$ cat src/rtl/dlfp_pkg.sv
// Shared DLfloat definitions: flag layout and encoding helpers.
package dlfp_pkg;

  // Flag vector bit positions, MSB first: {invalid, inexact, overflow, underflow, div_zero}
  localparam int FLG_INV  = 4;
  localparam int FLG_INEX = 3;
  localparam int FLG_OVF  = 2;
  localparam int FLG_UNF  = 1;
  localparam int FLG_DZ   = 0;

  typedef struct packed {
    logic inv;
    logic inex;
    logic ovf;
    logic unf;
    logic dz;
  } dlfp_flags_t;

  // Widest word the helpers handle; callers cast their W-bit words to/from this.
  localparam int DLFP_MAXW = 64;

  // All-ones word below the sign bit is the single NaN/Inf code.
  function automatic logic is_special(input logic [DLFP_MAXW-1:0] x, input int ew, input int mw);
    logic r;
    r = 1'b1;
    for (int i = 0; i < DLFP_MAXW; i++)
      if (i < ew + mw && !x[i]) r = 1'b0;
    return r;
  endfunction

  // A zero exponent field encodes zero (no subnormals).
  function automatic logic is_zero(input logic [DLFP_MAXW-1:0] x, input int ew, input int mw);
    logic r;
    r = 1'b1;
    for (int i = 0; i < DLFP_MAXW; i++)
      if (i >= mw && i < mw + ew && x[i]) r = 1'b0;
    return r;
  endfunction

  // Largest finite magnitude: all-ones exponent, all-ones fraction minus one.
  function automatic logic [DLFP_MAXW-1:0] max_finite(input logic sign, input int ew, input int mw);
    logic [DLFP_MAXW-1:0] r;
    r = '0;
    for (int i = 0; i < DLFP_MAXW; i++) begin
      if (i >= 1 && i < ew + mw) r[i] = 1'b1;
      else if (i == ew + mw)     r[i] = sign;
    end
    return r;
  endfunction

endpackage

$ cat src/rtl/dlfp_mul_pipe_if.sv
// Operand/result handshake bundle for the DLfloat multiplier.
interface dlfp_mul_pipe_if #(
  parameter int EW = 6,
  parameter int MW = 9
);
  import dlfp_pkg::*;

  localparam int W = 1 + EW + MW;

  logic         in_valid;
  logic         in_ready;
  logic [W-1:0] in_a;
  logic [W-1:0] in_b;
  logic         out_valid;
  logic         out_ready;
  logic [W-1:0] out_data;
  dlfp_flags_t  out_flags;

  modport master (
    output in_valid, in_a, in_b, out_ready,
    input  in_ready, out_valid, out_data, out_flags
  );

  modport slave (
    input  in_valid, in_a, in_b, out_ready,
    output in_ready, out_valid, out_data, out_flags
  );

endinterface

$ cat src/rtl/dlfp_round_norm.sv
// Normalise a raw mantissa product, round to nearest even, and classify the
// result (special/zero/underflow/overflow). Purely combinational.
module dlfp_round_norm
  import dlfp_pkg::*;
#(
  parameter int EW = 6,
  parameter int MW = 9
) (
  input  logic              sign,
  input  logic [EW+1:0]     exp,      // biased exponent, two's complement
  input  logic [2*MW+1:0]   prod,     // {1,fa}*{1,fb}, binary point at bit 2*MW
  input  logic              special,
  input  logic              zero,
  output logic [EW+MW:0]    data,
  output dlfp_flags_t       flags
);

  localparam int EXW  = EW + 2;
  localparam int EMAX = 2**EW - 1;

  logic                  hi, g, st, up, carry;
  logic [MW-1:0]         frac_t, frac_r;
  logic signed [EXW-1:0] e_r;

  // Normalise, round, then pick the result by priority
  always_comb begin
    hi = prod[2*MW+1];
    if (hi) begin
      frac_t = prod[2*MW:MW+1];
      g      = prod[MW];
      st     = |prod[MW-1:0];
    end else begin
      frac_t = prod[2*MW-1:MW];
      g      = prod[MW-1];
      st     = |prod[MW-2:0];
    end
    up = g & (st | frac_t[0]);
    {carry, frac_r} = {1'b0, frac_t} + (MW+1)'(up);
    // A rounding carry leaves frac_r all zero, so only the exponent moves.
    e_r = $signed(exp + EXW'(hi) + EXW'(carry));

    data  = '0;
    flags = '0;
    if (special) begin
      data      = '1;
      flags.inv = 1'b1;
    end else if (zero) begin
      data = '0;
    end else if (e_r < $signed(EXW'(1))) begin
      flags.unf  = 1'b1;
      flags.inex = 1'b1;
    end else if (e_r > $signed(EXW'(EMAX)) ||
                 (e_r == $signed(EXW'(EMAX)) && &frac_r)) begin
      // The all-ones pattern is reserved for NaN/Inf, so saturate one below it.
      data       = (EW+MW+1)'(max_finite(sign, EW, MW));
      flags.ovf  = 1'b1;
      flags.inex = 1'b1;
    end else begin
      data       = {sign, e_r[EW-1:0], frac_r};
      flags.inex = g | st;
    end
  end

endmodule

$ cat src/rtl/dlfp_mul_pipe.sv
// Pipelined DLfloat multiplier with valid/ready on both sides. Registers sit
// after unpack and after multiply; any further stages are output-side retiming.
module dlfp_mul_pipe
  import dlfp_pkg::*;
#(
  parameter int EW     = 6,
  parameter int MW     = 9,
  parameter int BIAS   = 2**(EW-1) - 1,
  parameter int STAGES = 3
) (
  input logic             clk,
  input logic             rst_n,
  dlfp_mul_pipe_if.slave  bus
);

  localparam int W   = 1 + EW + MW;
  localparam int PW  = 2*MW + 2;
  localparam int EXW = EW + 2;
  localparam int NR  = (STAGES >= 3) ? STAGES - 2 : 1;   // result-side registers

  typedef struct packed {
    logic           sign;
    logic [EXW-1:0] exp;
    logic [MW:0]    ma;
    logic [MW:0]    mb;
    logic           special;
    logic           zero;
  } s1_t;

  typedef struct packed {
    logic           sign;
    logic [EXW-1:0] exp;
    logic [PW-1:0]  prod;
    logic           special;
    logic           zero;
  } s2_t;

  typedef struct packed {
    logic [W-1:0] data;
    dlfp_flags_t  flags;
  } res_t;

  logic          adv;
  logic [STAGES:1] vld_pipe;
  s1_t           s1_c, s1_q;
  s2_t           s2_c, s2_q;
  logic [W-1:0]  r_data;
  dlfp_flags_t   r_flags;
  res_t [NR:1]   res_pipe;

  // Whole pipe advances together whenever the output slot is free or draining.
  assign adv          = !bus.out_valid | bus.out_ready;
  assign bus.in_ready = adv;

  // Unpack: sign, unbiased-sum exponent, hidden-one mantissas, encoding class
  always_comb begin
    s1_c.sign    = bus.in_a[W-1] ^ bus.in_b[W-1];
    s1_c.exp     = EXW'(bus.in_a[W-2:MW]) + EXW'(bus.in_b[W-2:MW]) - EXW'(BIAS);
    s1_c.ma      = {1'b1, bus.in_a[MW-1:0]};
    s1_c.mb      = {1'b1, bus.in_b[MW-1:0]};
    s1_c.special = is_special(DLFP_MAXW'(bus.in_a), EW, MW) |
                   is_special(DLFP_MAXW'(bus.in_b), EW, MW);
    s1_c.zero    = is_zero(DLFP_MAXW'(bus.in_a), EW, MW) |
                   is_zero(DLFP_MAXW'(bus.in_b), EW, MW);
  end

  generate
    if (STAGES >= 3) begin : g_s1_reg
      // Unpack result register
      always_ff @(posedge clk or negedge rst_n)
        if (!rst_n)   s1_q <= '0;
        else if (adv) s1_q <= s1_c;
    end else begin : g_s1_thru
      assign s1_q = s1_c;
    end
  endgenerate

  // Mantissa multiply, side fields carried along
  always_comb begin
    s2_c.sign    = s1_q.sign;
    s2_c.exp     = s1_q.exp;
    s2_c.prod    = PW'(s1_q.ma) * PW'(s1_q.mb);
    s2_c.special = s1_q.special;
    s2_c.zero    = s1_q.zero;
  end

  generate
    if (STAGES >= 2) begin : g_s2_reg
      // Product register
      always_ff @(posedge clk or negedge rst_n)
        if (!rst_n)   s2_q <= '0;
        else if (adv) s2_q <= s2_c;
    end else begin : g_s2_thru
      assign s2_q = s2_c;
    end
  endgenerate

  dlfp_round_norm #(.EW(EW), .MW(MW)) u_round_norm (
    .sign    (s2_q.sign),
    .exp     (s2_q.exp),
    .prod    (s2_q.prod),
    .special (s2_q.special),
    .zero    (s2_q.zero),
    .data    (r_data),
    .flags   (r_flags)
  );

  // Valid shift register; bubbles travel as zeros
  always_ff @(posedge clk or negedge rst_n)
    if (!rst_n) vld_pipe <= '0;
    else if (adv) begin
      vld_pipe[1] <= bus.in_valid;
      for (int j = 2; j <= STAGES; j++) vld_pipe[j] <= vld_pipe[j-1];
    end

  // Result register chain; the last entry drives the output port
  always_ff @(posedge clk or negedge rst_n)
    if (!rst_n) res_pipe <= '0;
    else if (adv) begin
      res_pipe[1] <= '{data: r_data, flags: r_flags};
      for (int j = 2; j <= NR; j++) res_pipe[j] <= res_pipe[j-1];
    end

  assign bus.out_valid = vld_pipe[STAGES];
  assign bus.out_data  = res_pipe[NR].data;
  assign bus.out_flags = res_pipe[NR].flags;

endmodule
$ cat src/flat_wrapper.sv
// flat-port wrapper written by rule: the top's interface ports become plain ports
module dlfp_mul_pipe_flat import dlfp_pkg::*;
#(
  parameter int EW     = 6,
  parameter int MW     = 9,
  parameter int BIAS   = 2**(EW-1) - 1,
  parameter int STAGES = 3
)
  (clk, rst_n, bus_in_valid, bus_in_a, bus_in_b, bus_out_ready, bus_in_ready, bus_out_valid, bus_out_data, bus_out_flags);
  dlfp_mul_pipe_if #(.EW(EW), .MW(MW)) bus_i ();
  input logic clk;
  input logic rst_n;
  input wire logic [$bits(bus_i.in_valid)-1:0] bus_in_valid;
  input wire logic [$bits(bus_i.in_a)-1:0] bus_in_a;
  input wire logic [$bits(bus_i.in_b)-1:0] bus_in_b;
  input wire logic [$bits(bus_i.out_ready)-1:0] bus_out_ready;
  output wire logic [$bits(bus_i.in_ready)-1:0] bus_in_ready;
  output wire logic [$bits(bus_i.out_valid)-1:0] bus_out_valid;
  output wire logic [$bits(bus_i.out_data)-1:0] bus_out_data;
  output wire logic [$bits(bus_i.out_flags)-1:0] bus_out_flags;
  assign bus_i.in_valid = bus_in_valid;
  assign bus_i.in_a = bus_in_a;
  assign bus_i.in_b = bus_in_b;
  assign bus_i.out_ready = bus_out_ready;
  assign bus_in_ready = bus_i.in_ready;
  assign bus_out_valid = bus_i.out_valid;
  assign bus_out_data = bus_i.out_data;
  assign bus_out_flags = bus_i.out_flags;
  dlfp_mul_pipe #(.EW(EW), .MW(MW), .BIAS(BIAS), .STAGES(STAGES)) u_core (.clk(clk), .rst_n(rst_n), .bus(bus_i));
endmodule
$ cat config.mk
export PLATFORM = sky130hd
export DESIGN_NAME = dlfp_mul_pipe_flat
export DESIGN_NICKNAME = d
export VERILOG_FILES = /design/src/rtl/dlfp_pkg.sv /design/src/rtl/dlfp_mul_pipe_if.sv /design/src/rtl/dlfp_round_norm.sv /design/src/rtl/dlfp_mul_pipe.sv /design/src/flat_wrapper.sv
export SDC_FILE = /design/constraint.sdc
export NUM_CORES = 1
export LEC_CHECK = 0
export BUFFER_PORTS_ARGS = -buffer_cell sky130_fd_sc_hd__buf_2
export CORE_ASPECT_RATIO = 0.6
export CORE_UTILIZATION = 67
export CTS_CLUSTER_SIZE = 12
export DETAILED_ROUTE_END_ITERATION = 10
export HOLD_SLACK_MARGIN = 0.1
export PLACE_DENSITY_LB_ADDON = 0.2
export SLEW_MARGIN = 5
export SYNTH_ARGS = -nofsm -noshare
export SYNTH_HDL_FRONTEND = slang
export SYNTH_HIERARCHICAL = 1
export SYNTH_SLANG_ARGS = --single-unit
$ cat constraint.sdc
create_clock -name clk -period 9.2 [get_ports clk]
set_input_delay 2.3 -clock clk [delete_from_list [all_inputs] [get_ports clk]]
set_output_delay 2.3 -clock clk [all_outputs]
set_load 0.02 [all_outputs]
Yosys cells after proc, flatten, opt, wreduce, memory -nomap -nowiden --
Cells that the tools add are included.
Storage, ports and cells: register bits after elaboration 85, input bits 36, output and inout port bits 23, word-level logic and storage cells 96
Operators by class: $add $sub $neg 5, multipliers 1, order comparisons 2, eq/ne operators 1, muxes and demuxes 57, bitwise operators 7, reduce and logical (&&, ||, !) cells 6
Operator list (count):
- 2-to-1 mux 1 bit | 50
- 2-to-1 mux 16 bit | 3
- multiplier 10 x 10 -> 20 bit | 1
- adder 8 x 1 -> 8 bit | 2
- 2-to-1 mux 15 bit | 1
- adder 9 x 1 -> 10 bit | 1
- 2-to-1 mux 9 bit | 1
- AND reduction 9 bit | 1
- OR reduction 9 bit | 1
- equality test 8 x 7 -> 1 bit, second input constant | 1
- greater-than comparator 8 x 7 -> 1 bit, second input constant | 1
- < comparator 8 x 2 -> 1 bit, second input constant | 1
- OR reduction 8 bit | 1
- subtractor 8 x 5 -> 8 bit, second input constant | 1
- adder 6 x 6 -> 7 bit | 1
- 2-to-1 mux 3 bit | 2
- bitwise OR 1 bit | 5
- bitwise AND 1 bit | 1
- logical AND 1 bit | 1
- logical NOT 1 bit | 1
- logical OR 1 bit | 1
- bitwise XOR 1 bit | 1

Longest topological paths before layout --
Gate-level depths: netlist of the first run.
word-level depth 16, depth in mapped cells 18, depth with buffers taken out 16

Hierarchy --
Netlist of the first run, hierarchy kept.
Modules (own cells, without submodules):
- dlfp_mul_pipe | times used 1, cells each 753, area each 6834.1 µm²
- dlfp_round_norm | times used 1, cells each 166, area each 1188.6 µm²

Least setup slack after synthesis of the first run --
OpenSTA, ideal clock, no wires.
path type in2out, start input port bus_out_ready, end output port bus_in_ready, arrival 3.160 ns, required time 6.900 ns, setup slack 3.740 ns, cell stages on the path 4, buffers on the path 2, cells stage by stage nor2b_1 > inv_2 > clkbuf_1 > buf_1
Between the ends: cells in the longest elaborated chain, start to end 1
RTL lines:
- from (decl) | line flat_wrapper.sv:16 | input wire logic [$bits(bus_i.out_ready)-1:0] bus_out_ready;
- bitwise OR 1 bit | line dlfp_mul_pipe.sv:52 | assign adv = !bus.out_valid | bus.out_ready;
- to (decl) | line flat_wrapper.sv:17 | output wire logic [$bits(bus_i.in_ready)-1:0] bus_in_ready;
Every way passes these cells.

Final worst setup path of the first run --
Ends and elaborated chain as after synthesis.

==> out/results.tsv, run 1 <==
stage	metric	value	unit
placed_design	hpwl	13.5	mm
cells_and_area	n_fill_cell	861	
cells_and_area	nets	1106	
worst_setup_path	cp_max_fo	22	
routing	via_count	6490	
timing	worst_pin_slew	1.08	ns
cells_and_area	layout-drive-gt1-share	11.2	%
timing	skew	0.00909	ns
logic_synthesis	netlist_area	8020	sq um
routing	dr.pass1.iters	5	
die	fp.dieH	86.8	um
die	core	11500	sq um
cells_and_area	syn_to_final_growth	6.77	%
routing	first_iter_violations	509	
timing	max_slew_margin	28.3	%
clocking	cts_num_sinks	85	
placed_design	place.gp.congestion	0.873	
clocking	htree_levels	3	
logic_synthesis	ys_ff_latch	85	
placed_design	port_buffers	58	
cells_and_area	multi_input_area	5380	sq um
cells_and_area	n_antenna_cell	0	
logic_synthesis	syn-num-nets	1087	
die	start_util	69.8	%
timing	fin_crit	5.48	ns
routing	remaining_drc_errors	0	
global_route	grt_pass1_wl	30.5	mm
die	die_x	143	um
cells_and_area	fin_util	74.6	%
clocking	root_buffer	clkbuf_16	
routing	avgViaCountPerCell	5.88	
routing	ant_nets	0	
logic_synthesis	synthCells	919	
hold_path	hp-class	register to register	
clocking	cts_buffers	9	
worst_setup_path	worstSetupEndpointType	output port	
logic_synthesis	yosysUniqueCellTypes	74	
logic_synthesis	avgSynthCellArea	8.73	sq um
routing	finalWirelength	18.0	mm
die	io_pins	59	
clocking	worstSkewPairLatency	0.34	ns
outcome	outcome	completed	
clocking	cts.repair.resized	0	
timing	maxClockFrequency	0.183	GHz
timing	timing.final.ws_setup	3.72	ns
timing	grt_setup_unrepaired	no	
clocking	clockBufferDepth	2	
timing	period_share	59.5	%
global_route	antenna_found_initial	0	
cells_and_area	regArea	2130	sq um
placed_design	dp_slack	3.73	ns
logic_synthesis	yosysSeqAreaShare	26.5	%
job	max_cap_violations	0	
die	die_area	12400	sq um
global_route	grtUsageTotal	31.6	%
timing	setup_viol	0	
worst_setup_path	crit_path_start_kind	primary input	
logic_synthesis	async_reset_ff_share	100	%
timing	finalHoldViolCount	0	
worst_setup_path	required	6.90	ns
die	num_rows	30	
worst_setup_path	crit_type	primary input to output port	
timing	maxSlewViolCount	0	
routing	wl_per_cell	16.3	um
timing	fin_tns_setup	0	ns
clocking	clkTransAtPathRegs	0.07	ns
global_route	gr-total-overflow	0	
clocking	cts_hold_buf	0	
worst_setup_path	arrival	3.18	ns
clocking	cts_tree	yes	
logic_synthesis	synth_ff_type	dfrtp_1	
clocking	post-cts-setup-buffers	0	
global_route	grt_max_degree	91	
global_route	first_global_vias	6287	
logic_synthesis	synth_edf_count	0	
logic_synthesis	yosysWarnings	6	
kinds of logic after synthesis:
group / share of synthesized area, %
buf+inv: 6.57
mux: 1.87
flops: 26.5
simple gates: 24.4
other cells: 0.0467
fa+ha+maj: 26.6
xor+xnor: 2.95
compound gates: 11.0
cells in the mapped netlist (4+ instances only):
cell type,number,area (sq um)
a21o_1,10,75.1
a21oi_1,30,150
a21oi_2,8,70.1
and2_1,66,413
and3_1,5,31.3
buf_4,4,30.0
clkbuf_1,38,143
dfrtp_1,85,2130
fa_1,64,1280
ha_1,68,851
inv_1,67,251
mux2_2,4,45.0
mux2i_1,9,90.1
nand2_1,232,871
nand2b_1,5,31.3
nand3_1,13,65.1
nand3b_1,4,30.0
nand4_1,12,75.1
nor2_1,27,101
nor2_2,4,25.0
nor2b_1,6,37.5
nor3_1,16,80.1
nor4_1,7,43.8
nor4b_1,4,35.0
o211a_1,4,40.0
o211ai_1,7,52.6
o21a_1,6,45.0
o21ai_0,18,90.1
o21bai_1,6,45.0
or3_1,4,25.0
xnor2_1,15,131
xor2_1,12,105
sequential cells by signal, indices dropped and copies added (netlist names):
| name | cells |
|---|---|
| u_core/bus.out_data | 16 |
| u_core/bus.out_flags | 5 |
| u_core/s1_q | 30 |
| u_core/s2_q | 31 |
| u_core/vld_pipe | 3 |
stage by stage:
stage,instance area (sq um),instances,hold WS (ns)
3_3_place_gp,8270,1087,0.444
3_5_place_dp,8270,1087,0.450
6_report,8570,1103,0.462
2_1_floorplan,8020,919,0.430
4_1_cts,8570,1103,0.466
5_1_grt,8570,1103,0.499
cell usage in the layout (no fill, tap or decap), types with 3 or more instances in the layout:
cell type,netlist,layout
o21a_1,6,6
buf_4,4,4
o211a_1,4,4
nand4_1,12,12
xnor2_1,15,15
mux2_2,4,4
nand3_1,13,13
inv_1,67,67
nor4b_1,4,4
nor2_1,27,27
a21oi_2,8,8
dfrtp_1,85,85
o211ai_1,7,7
nor4_1,7,7
o22ai_1,3,3
nand2b_1,5,5
buf_2,2,57
ha_1,68,68
inv_6,0,3
and2_1,66,66
and3_1,5,5
mux2i_1,9,9
clkbuf_16,0,9
nand2_1,232,232
o21bai_1,6,6
nand3b_1,4,4
or3_1,4,4
a21o_1,10,10
nor2_2,4,4
o21ai_0,18,18
fa_1,64,64
nor3_1,16,16
xor2_1,12,12
a21oi_1,30,30
a211oi_1,3,3
nor2b_1,6,5
final cells by class:
class / count / area share [%]
multi-input combinational: 713 / 62.8
tap: 160 / 2.34
clock inverter: 7 / 0.774
inverter: 68 / 2.98
sequential: 85 / 24.8
timing repair buffer: 61 / 3.68
clock buffer: 9 / 2.63
per-layer routing:
| metal | GRT usage (%) | part of all wire (%) |
|---|---|---|
| met1 | 45.8 | 46 |
| met2 | 49.6 | 46 |
| met3 | 6.13 | 7.4 |
| met4 | 6.48 | 1.2 |
| met5 | 0 | 0 |
worst max-delay path, stage by stage:
cell and delay (ns):
buf_2 0.11, nor2b_4 0.50, inv_2 0.07, buf_2 0.18
final timing paths:
path / from / endpoint / slack, ns / cells past startpoint
worst min-delay path: u_core/bus.out_data[9] / u_core/bus.out_data[9] / 0.46 / 2
worst max-delay path: bus_out_ready / bus_in_ready / 3.72 / 4
max in group asynchronous: rst_n / u_core/s2_q[11] / 6.34 / 1
worst max register to register: u_core/s1_q[11] / u_core/s2_q[20] / 4.00 / 14
min in group asynchronous: rst_n / u_core/s1_q[24] / 2.12 / 1
worst min register to register: u_core/bus.out_data[9] / u_core/bus.out_data[9] / 0.46 / 2
Power of run 1 is not shown: default switching activity piles up to over one toggle a cycle in this logic, so the estimate is an artifact.
==> run 2: changes to the inputs <==
- ABC_AREA: default -> 1
- CORE_UTILIZATION: 67 -> 62
- clock period: 9.2 -> 5.7 ns (I/O delays scaled with it)
==> out/results.tsv, run 2 <==
stage	metric	value	unit	change
die	die_area	13600	sq um	+9.2%
logic_synthesis	ys_ff_latch	85		unchanged
cells_and_area	n_antenna_cell	0		unchanged
clocking	root_buffer	clkbuf_16		
clocking	clockBufferDepth	2		unchanged
logic_synthesis	synth_mux_area_share	0.123	%	-1.7 points
clocking	worstSkewPairLatency	0.35	ns	about the same
die	die_x	150	um	+4.5%
logic_synthesis	yosysTopAreaCell	dfrtp_1		
routing	via_count	6934		+6.8%
die	io_pins	59		unchanged
clocking	cts_tree	yes		
timing	maxClockFrequency	0.209	GHz	
logic_synthesis	async_reset_ff_share	100	%	unchanged
logic_synthesis	synthCells	1114		+21%
clocking	cts_buffers	9		unchanged
global_route	grt_util_met1	48.2	%	+2.4 points
cells_and_area	mostFrequentLayoutCell	nand2_1		
hold_path	hp-class	register to register		
timing	fin_crit	4.79	ns	
die	core	12400	sq um	+8.1%
logic_synthesis	synth_edf_count	0		unchanged
routing	first_iter_violations	633		+24%
global_route	first_global_vias	6547		+4.1%
cells_and_area	nets	1309		+18%
global_route	grtUsageTotal	30.2	%	-1.4 points
timing	setup_viol	0		unchanged
routing	ant_nets	0		unchanged
global_route	grt_max_degree	95		+4.4%
timing	maxSlewViolCount	0		unchanged
worst_setup_path	cp-startpoint	u_core/s1_q[5]		
timing	worst_pin_slew	0.905	ns	-0.171 ns
worst_setup_path	timing.reg2reg.worst_path_depth	18		+4
logic_synthesis	synth_area_leaders	dfrtp_1 (26%), nand2_1 (20%), fa_1 (16%)		
global_route	antenna_found_initial	0		unchanged
clocking	post-cts-setup-buffers	0		unchanged
timing	max_slew_margin	39.5	%	+11 points
logic_synthesis	synthAdderAreaFrac	26.3	%	-0.32 points
logic_synthesis	yosys.area.top_type_share	26.2	%	-0.32 points
logic_synthesis	syn-num-nets	1282		+18%
worst_setup_path	endpoint	u_core/s2_q[14]		
routing	dr.pass1.iters	5		unchanged
logic_synthesis	netlist_area	8120	sq um	+1.2%
logic_synthesis	yosysUniqueCellTypes	41		-45%
global_route	grt_pass1_wl	32.1	mm	+5.2%
logic_synthesis	synth_top_family_by_area	simple AND/OR/NAND/NOR gates		
logic_synthesis	synthXorXnorAreaFrac	1.29	%	-1.7 points
global_route	use_met2	41.9	%	-7.8 points
routing	wl_per_cell	14.3	um	-13%
worst_setup_path	cp_max_fo	11		-50%
worst_setup_path	crit_path_start_kind	register		
cells_and_area	final_cell_mix	nand2_1 (441), inv_1 (181), dfrtp_1 (85)		
timing	period_share	84.1	%	
global_route	met3_usage	6.16	%	+0.029 points
die	fp.dieH	90.7	um	+4.5%
routing	remaining_drc_errors	0		unchanged
timing	grt_setup_unrepaired	no		
global_route	gr-total-overflow	0		unchanged
die	num_rows	31		+3.3%
timing	fin_tns_setup	0	ns	unchanged
logic_synthesis	avgSynthCellArea	7.29	sq um	-16%
clocking	cts_num_sinks	85		unchanged
worst_setup_path	r2r_start	u_core/s1_q[5]		
placed_design	port_buffers	58		unchanged
worst_setup_path	worstSetupEndpointType	register		
routing	finalWirelength	18.7	mm	+4.0%
placed_design	hpwl	14.6	mm	+8.4%
worst_setup_path	crit_type	register to register		
logic_synthesis	yosysWarnings	6		unchanged
worst_setup_path	required	5.94	ns	-0.96 ns
die	start_util	65.4	%	-4.4 points
worst_setup_path	r2r_setup_slack	0.91	ns	-3.09 ns
clocking	cts.repair.resized	0		unchanged
worst_setup_path	reg2reg_to	u_core/s2_q[14]		
logic_synthesis	synth_ff_type	dfrtp_1		
global_route	busiest_layer	met1		
placed_design	place.gp.congestion	0.961		+10%
job	max_cap_violations	0		unchanged
logic_synthesis	synth-simple-area-share	29.7	%	+5.3 points
outcome	outcome	completed		
logic_synthesis	post-synth-top-count-cell	nand2_1		
timing	finalHoldViolCount	0		unchanged
routing	avgViaCountPerCell	5.29		-10%
logic_synthesis	yosysSeqAreaShare	26.2	%	-0.32 points
timing	skew	0.0120	ns	+0.00290 ns
clocking	clkTransAtPathRegs	0.08	ns	about the same
clocking	cts_hold_buf	0		unchanged
cells_and_area	largest_register	u_core/s2_q		
clocking	htree_levels	3		unchanged
cells_and_area	largest_reg_flops	31		unchanged
logic_synthesis	synth_compound_area_share	5.04	%	-6.0 points
logic_synthesis	synth_common_cells	nand2_1 (441), inv_1 (182), dfrtp_1 (85), ha_1 (68), fa_1 (64)		
cells_and_area	syn_to_final_growth	7.73	%	
cells_and_area	layout-drive-gt1-share	10.3	%	-0.94 points
worst_setup_path	arrival	5.04	ns	+1.86 ns
==> run 2: changes by cell type after synthesis, moves of 15 or more <==
cell,previous run,this run
and2_1,66,1
inv_1,67,182
nand2_1,232,441
nand3_1,13,41
nor3_1,16,1
o21ai_0,18,33
==> run 2: how the worst min path moves through the flow <==
stage / start / endpoint / slack (ns) / cells past startpoint
after floorplan: u_core/vld_pipe[2] / u_core/vld_pipe[3] / 0.44 / 1
after global placement: u_core/s1_q[30] / u_core/s2_q[30] / 0.45 / 2
after detailed placement: u_core/vld_pipe[2] / u_core/vld_pipe[3] / 0.45 / 1
after CTS: u_core/vld_pipe[2] / u_core/vld_pipe[3] / 0.47 / 1
after global routing: u_core/vld_pipe[2] / u_core/vld_pipe[3] / 0.50 / 1
final: u_core/vld_pipe[2] / u_core/vld_pipe[3] / 0.46 / 1
==> run 2: cell type report <==
cell class                 instances  area, sq um
timing repair buffer              62          323
sequential                        85         2130
inverter                         185          697
clock buffer                       9          225
clock inverter                     7         91.3
tap                              165          206
fill                            1049         3660
multi-input combinational        798         5080
==> run 2: cells by family after synthesis <==
kind of cell | after synthesis
DFF | 85
AOI/OAI and AO/OA | 75
muxes | 1
xor gates and xnor gates | 12
adders and majority gates | 132
buffers and inverters | 231
other | 1
and+or+nand+nor | 577
==> run 2: per-stage QoR <==
step	setup slack [ns]	util [%]	cells	hold WS [ns]	area (sq um)
after floorplan	1.05	-	1114	0.440	8120
after global placement	1.06	67.9	1295	0.450	8430
after detailed placement	0.954	67.9	1295	0.449	8430
after CTS	0.942	70.5	1311	0.466	8750
after global routing	0.589	70.5	1311	0.498	8750
final	0.905	70.5	1311	0.464	8750
==> run 2: layer usage <==
metal / vias to the layer above / wire (um) / share of wire [%]
li1: 3444 / - / -
met1: 3224 / 9730 / 52
met2: 254 / 7450 / 40
met3: 12 / 1420 / 7.6
met4: 0 / 123 / 0.66
met5: - / 0 / 0
==> run 2: worst max-delay path, cell delays in order, from the launching register on <==
cell and delay, ns:
dfrtp_1 0.59, nand2_1 0.14, fa_1 0.56, inv_1 0.06, fa_1 0.52, inv_1 0.06, fa_1 0.46, fa_1 0.54
inv_1 0.06, fa_1 0.48, ha_1 0.36, a21oi_1 0.20, inv_1 0.08, nor2_1 0.13, nand2_2 0.09, nand2_1 0.09
nand3b_1 0.08, nand3_1 0.11, nand2_1 0.06
Power of run 2 is left out for the same reason.
==> run 3: changes to the inputs <==
- CORE_UTILIZATION: 62 -> 56
- clock period: 5.7 -> 4.4 ns (I/O delays scaled with it)
==> out/results.tsv, run 3 (synthesis results as in run 2) <==
stage	metric	value	unit	change
placed_design	dp.cells	1370		+5.8%
timing	fin_crit	4.36	ns	-0.438 ns
timing	maxClockFrequency	0.230	GHz	+10%
routing	met1Wirelength	10.4	mm	+6.5%
placed_design	place.gp.congestion	0.924		-3.8%
cells_and_area	n_antenna_cell	0		unchanged
routing	met3_length	1.23	mm	-13%
clocking	cts_tree	yes		
clocking	clockBufferDepth	2		unchanged
cells_and_area	largest_reg_flops	31		unchanged
worst_setup_path	cp_max_fo	5		-6
cells_and_area	largest_register	u_core/s2_q		
worst_setup_path	crit_type	register to register		
placed_design	port_buffers	58		unchanged
routing	ant_nets	0		unchanged
global_route	antenna_found_initial	0		unchanged
die	start_util	58.4	%	-7.1 points
global_route	first_global_vias	6637		+1.4%
routing	avgViaCountPerCell	5.09		-3.7%
timing	finalHoldViolCount	0		unchanged
routing	remaining_drc_errors	0		unchanged
timing	max_slew_margin	39.1	%	-0.39 points
hold_path	hp-class	register to register		
die	fp.dieH	95.3	um	+5.1%
clocking	root_buffer	clkbuf_16		
worst_setup_path	required	4.64	ns	-1.30 ns
cells_and_area	final_cell_count_no_fill	1393		+6.3%
routing	via_count	7097		+2.4%
clocking	clkTransAtPathRegs	0.07	ns	about the same
die	die_area	15000	sq um	+11%
routing	top_layer	met4		
cells_and_area	mostFrequentLayoutCell	nand2_1		
routing	wl_per_cell	13.8	um	-3.1%
timing	timing.final.ws_setup	0.0433	ns	-0.862 ns
cells_and_area	nets	1364		+4.2%
worst_setup_path	crit_path_start_kind	register		
routing	dr.pass1.iters	7		+2
die	die_x	157	um	+5.2%
placed_design	hpwl	14.8	mm	+1.2%
routing	first_iter_violations	432		-32%
cells_and_area	final_cell_mix	nand2_1 (425), inv_1 (177), dfrtp_1 (73)		
worst_setup_path	arrival	4.59	ns	-0.45 ns
timing	skew	0.0128	ns	+0.000802 ns
timing	grt_setup_unrepaired	yes		
worst_setup_path	cpMaxStageDelayCell	fa_1		
timing	period_share	99.0	%	+15 points
worst_setup_path	crit_top_cell	nand2_1		
clocking	cts_num_sinks	85		unchanged
global_route	grt_pass1_wl	32.0	mm	about the same
worst_setup_path	r2r_setup_slack	0.04	ns	-0.86 ns
worst_setup_path	worstSetupEndpointType	register		
global_route	gr-total-overflow	0		unchanged
job	max_cap_violations	0		unchanged
die	core	13900	sq um	+12%
timing	maxSlewViolCount	0		unchanged
clocking	htree_levels	3		unchanged
worst_setup_path	worstPathCellList	buf_4, nand2_1, fa_1, inv_1, fa_1, ha_4, fa_1, inv_1, fa_1, inv_1, ha_4, buf_4, nand2_1, nor2_2, nand2_1, nand2_2, nand2_1, nand2_1, nand2_1, nand3_1, nand2_1		
worst_setup_path	cpPeakStageDelay	0.54	ns	-0.05 ns
routing	dr_wl_met2	7.60	mm	+1.9%
placed_design	dp_slack	-0.111	ns	-1.07 ns
routing	finalWirelength	19.3	mm	+2.9%
clocking	worstSkewPairLatency	0.35	ns	about the same
outcome	outcome	completed		
global_route	grtUsageTotal	27.4	%	-2.8 points
clocking	cts_buffers	9		unchanged
die	num_rows	33		+6.5%
cells_and_area	syn_to_final_growth	17.6	%	
timing	setup_viol	0		unchanged
cells_and_area	layout-drive-gt1-share	19.9	%	+9.6 points
global_route	grt_max_degree	95		unchanged
die	io_pins	59		unchanged
timing	worst_pin_slew	0.914	ns	+0.00920 ns
timing	holdWs	0.466	ns	+0.00216 ns
## run 3: changes by cell type in the layout (fill, tap and decap cells not counted), sizes merged
| cell | delta |
|---|---|
| bufinv | -1 |
| clkinv | +1 |
| clkinvlp | -1 |
| inv | +1 |
| buf | +55 |
## run 3: path summary, 6_finish.rpt
check / startpoint / endpoint / cells past startpoint
max: u_core/s1_q[5] / u_core/s2_q[20] / 21
min: u_core/s1_q[30] / u_core/s2_q[30] / 2
max reg2reg: u_core/s1_q[5] / u_core/s2_q[20] / 21
min reg2reg: u_core/s1_q[30] / u_core/s2_q[30] / 2
max in group asynchronous: rst_n / u_core/s2_q[16] / 2
min in group asynchronous: rst_n / u_core/bus.out_data[4] / 1
## run 3: layout make-up
type / instances / area, sq um
fill: 1203 / 4370
clock inverter: 7 / 86.3
inverter: 185 / 699
tap: 192 / 240
multi-input combinational: 798 / 5410
timing repair buffer: 117 / 743
sequential: 85 / 2140
clock buffer: 9 / 225
## run 3: what timing repair did
item	CTS	global route
resized for setup	12	65
pin swaps	7	44
setup buffers	4	3
hold buffers	0	0
setup endpoints to repair	11	13
## run 3: critical path: cells and delay by family, from the launching register on
| kind | cells | cell delay [ns] |
|---|---|---|
| buffers and inverters | 5 | 0.43 |
| and+or+nand+nor | 10 | 0.75 |
| DFF | 1 | 0.43 |
| adders and majority gates | 6 | 2.63 |
## run 3: routing by layer
metal  track usage (%)  up-vias
li1                  -     3556
met1              45.0     3317
met2              37.6      216
met3              4.59        8
met4              3.80        0
met5                 0        -
## run 3: metrics by stage
stage                     instance area, sq um  utilization [%]   TNS, ns
after floorplan                           8140                -         0
after global routing                      9550             68.6    -0.714
after detailed placement                  8840             63.5    -0.605
after CTS                                 9220             66.2  -0.00107
after global placement                    8840             63.5    -0.156
final                                     9550             68.6         0
Power of run 3 is left out for the same reason.
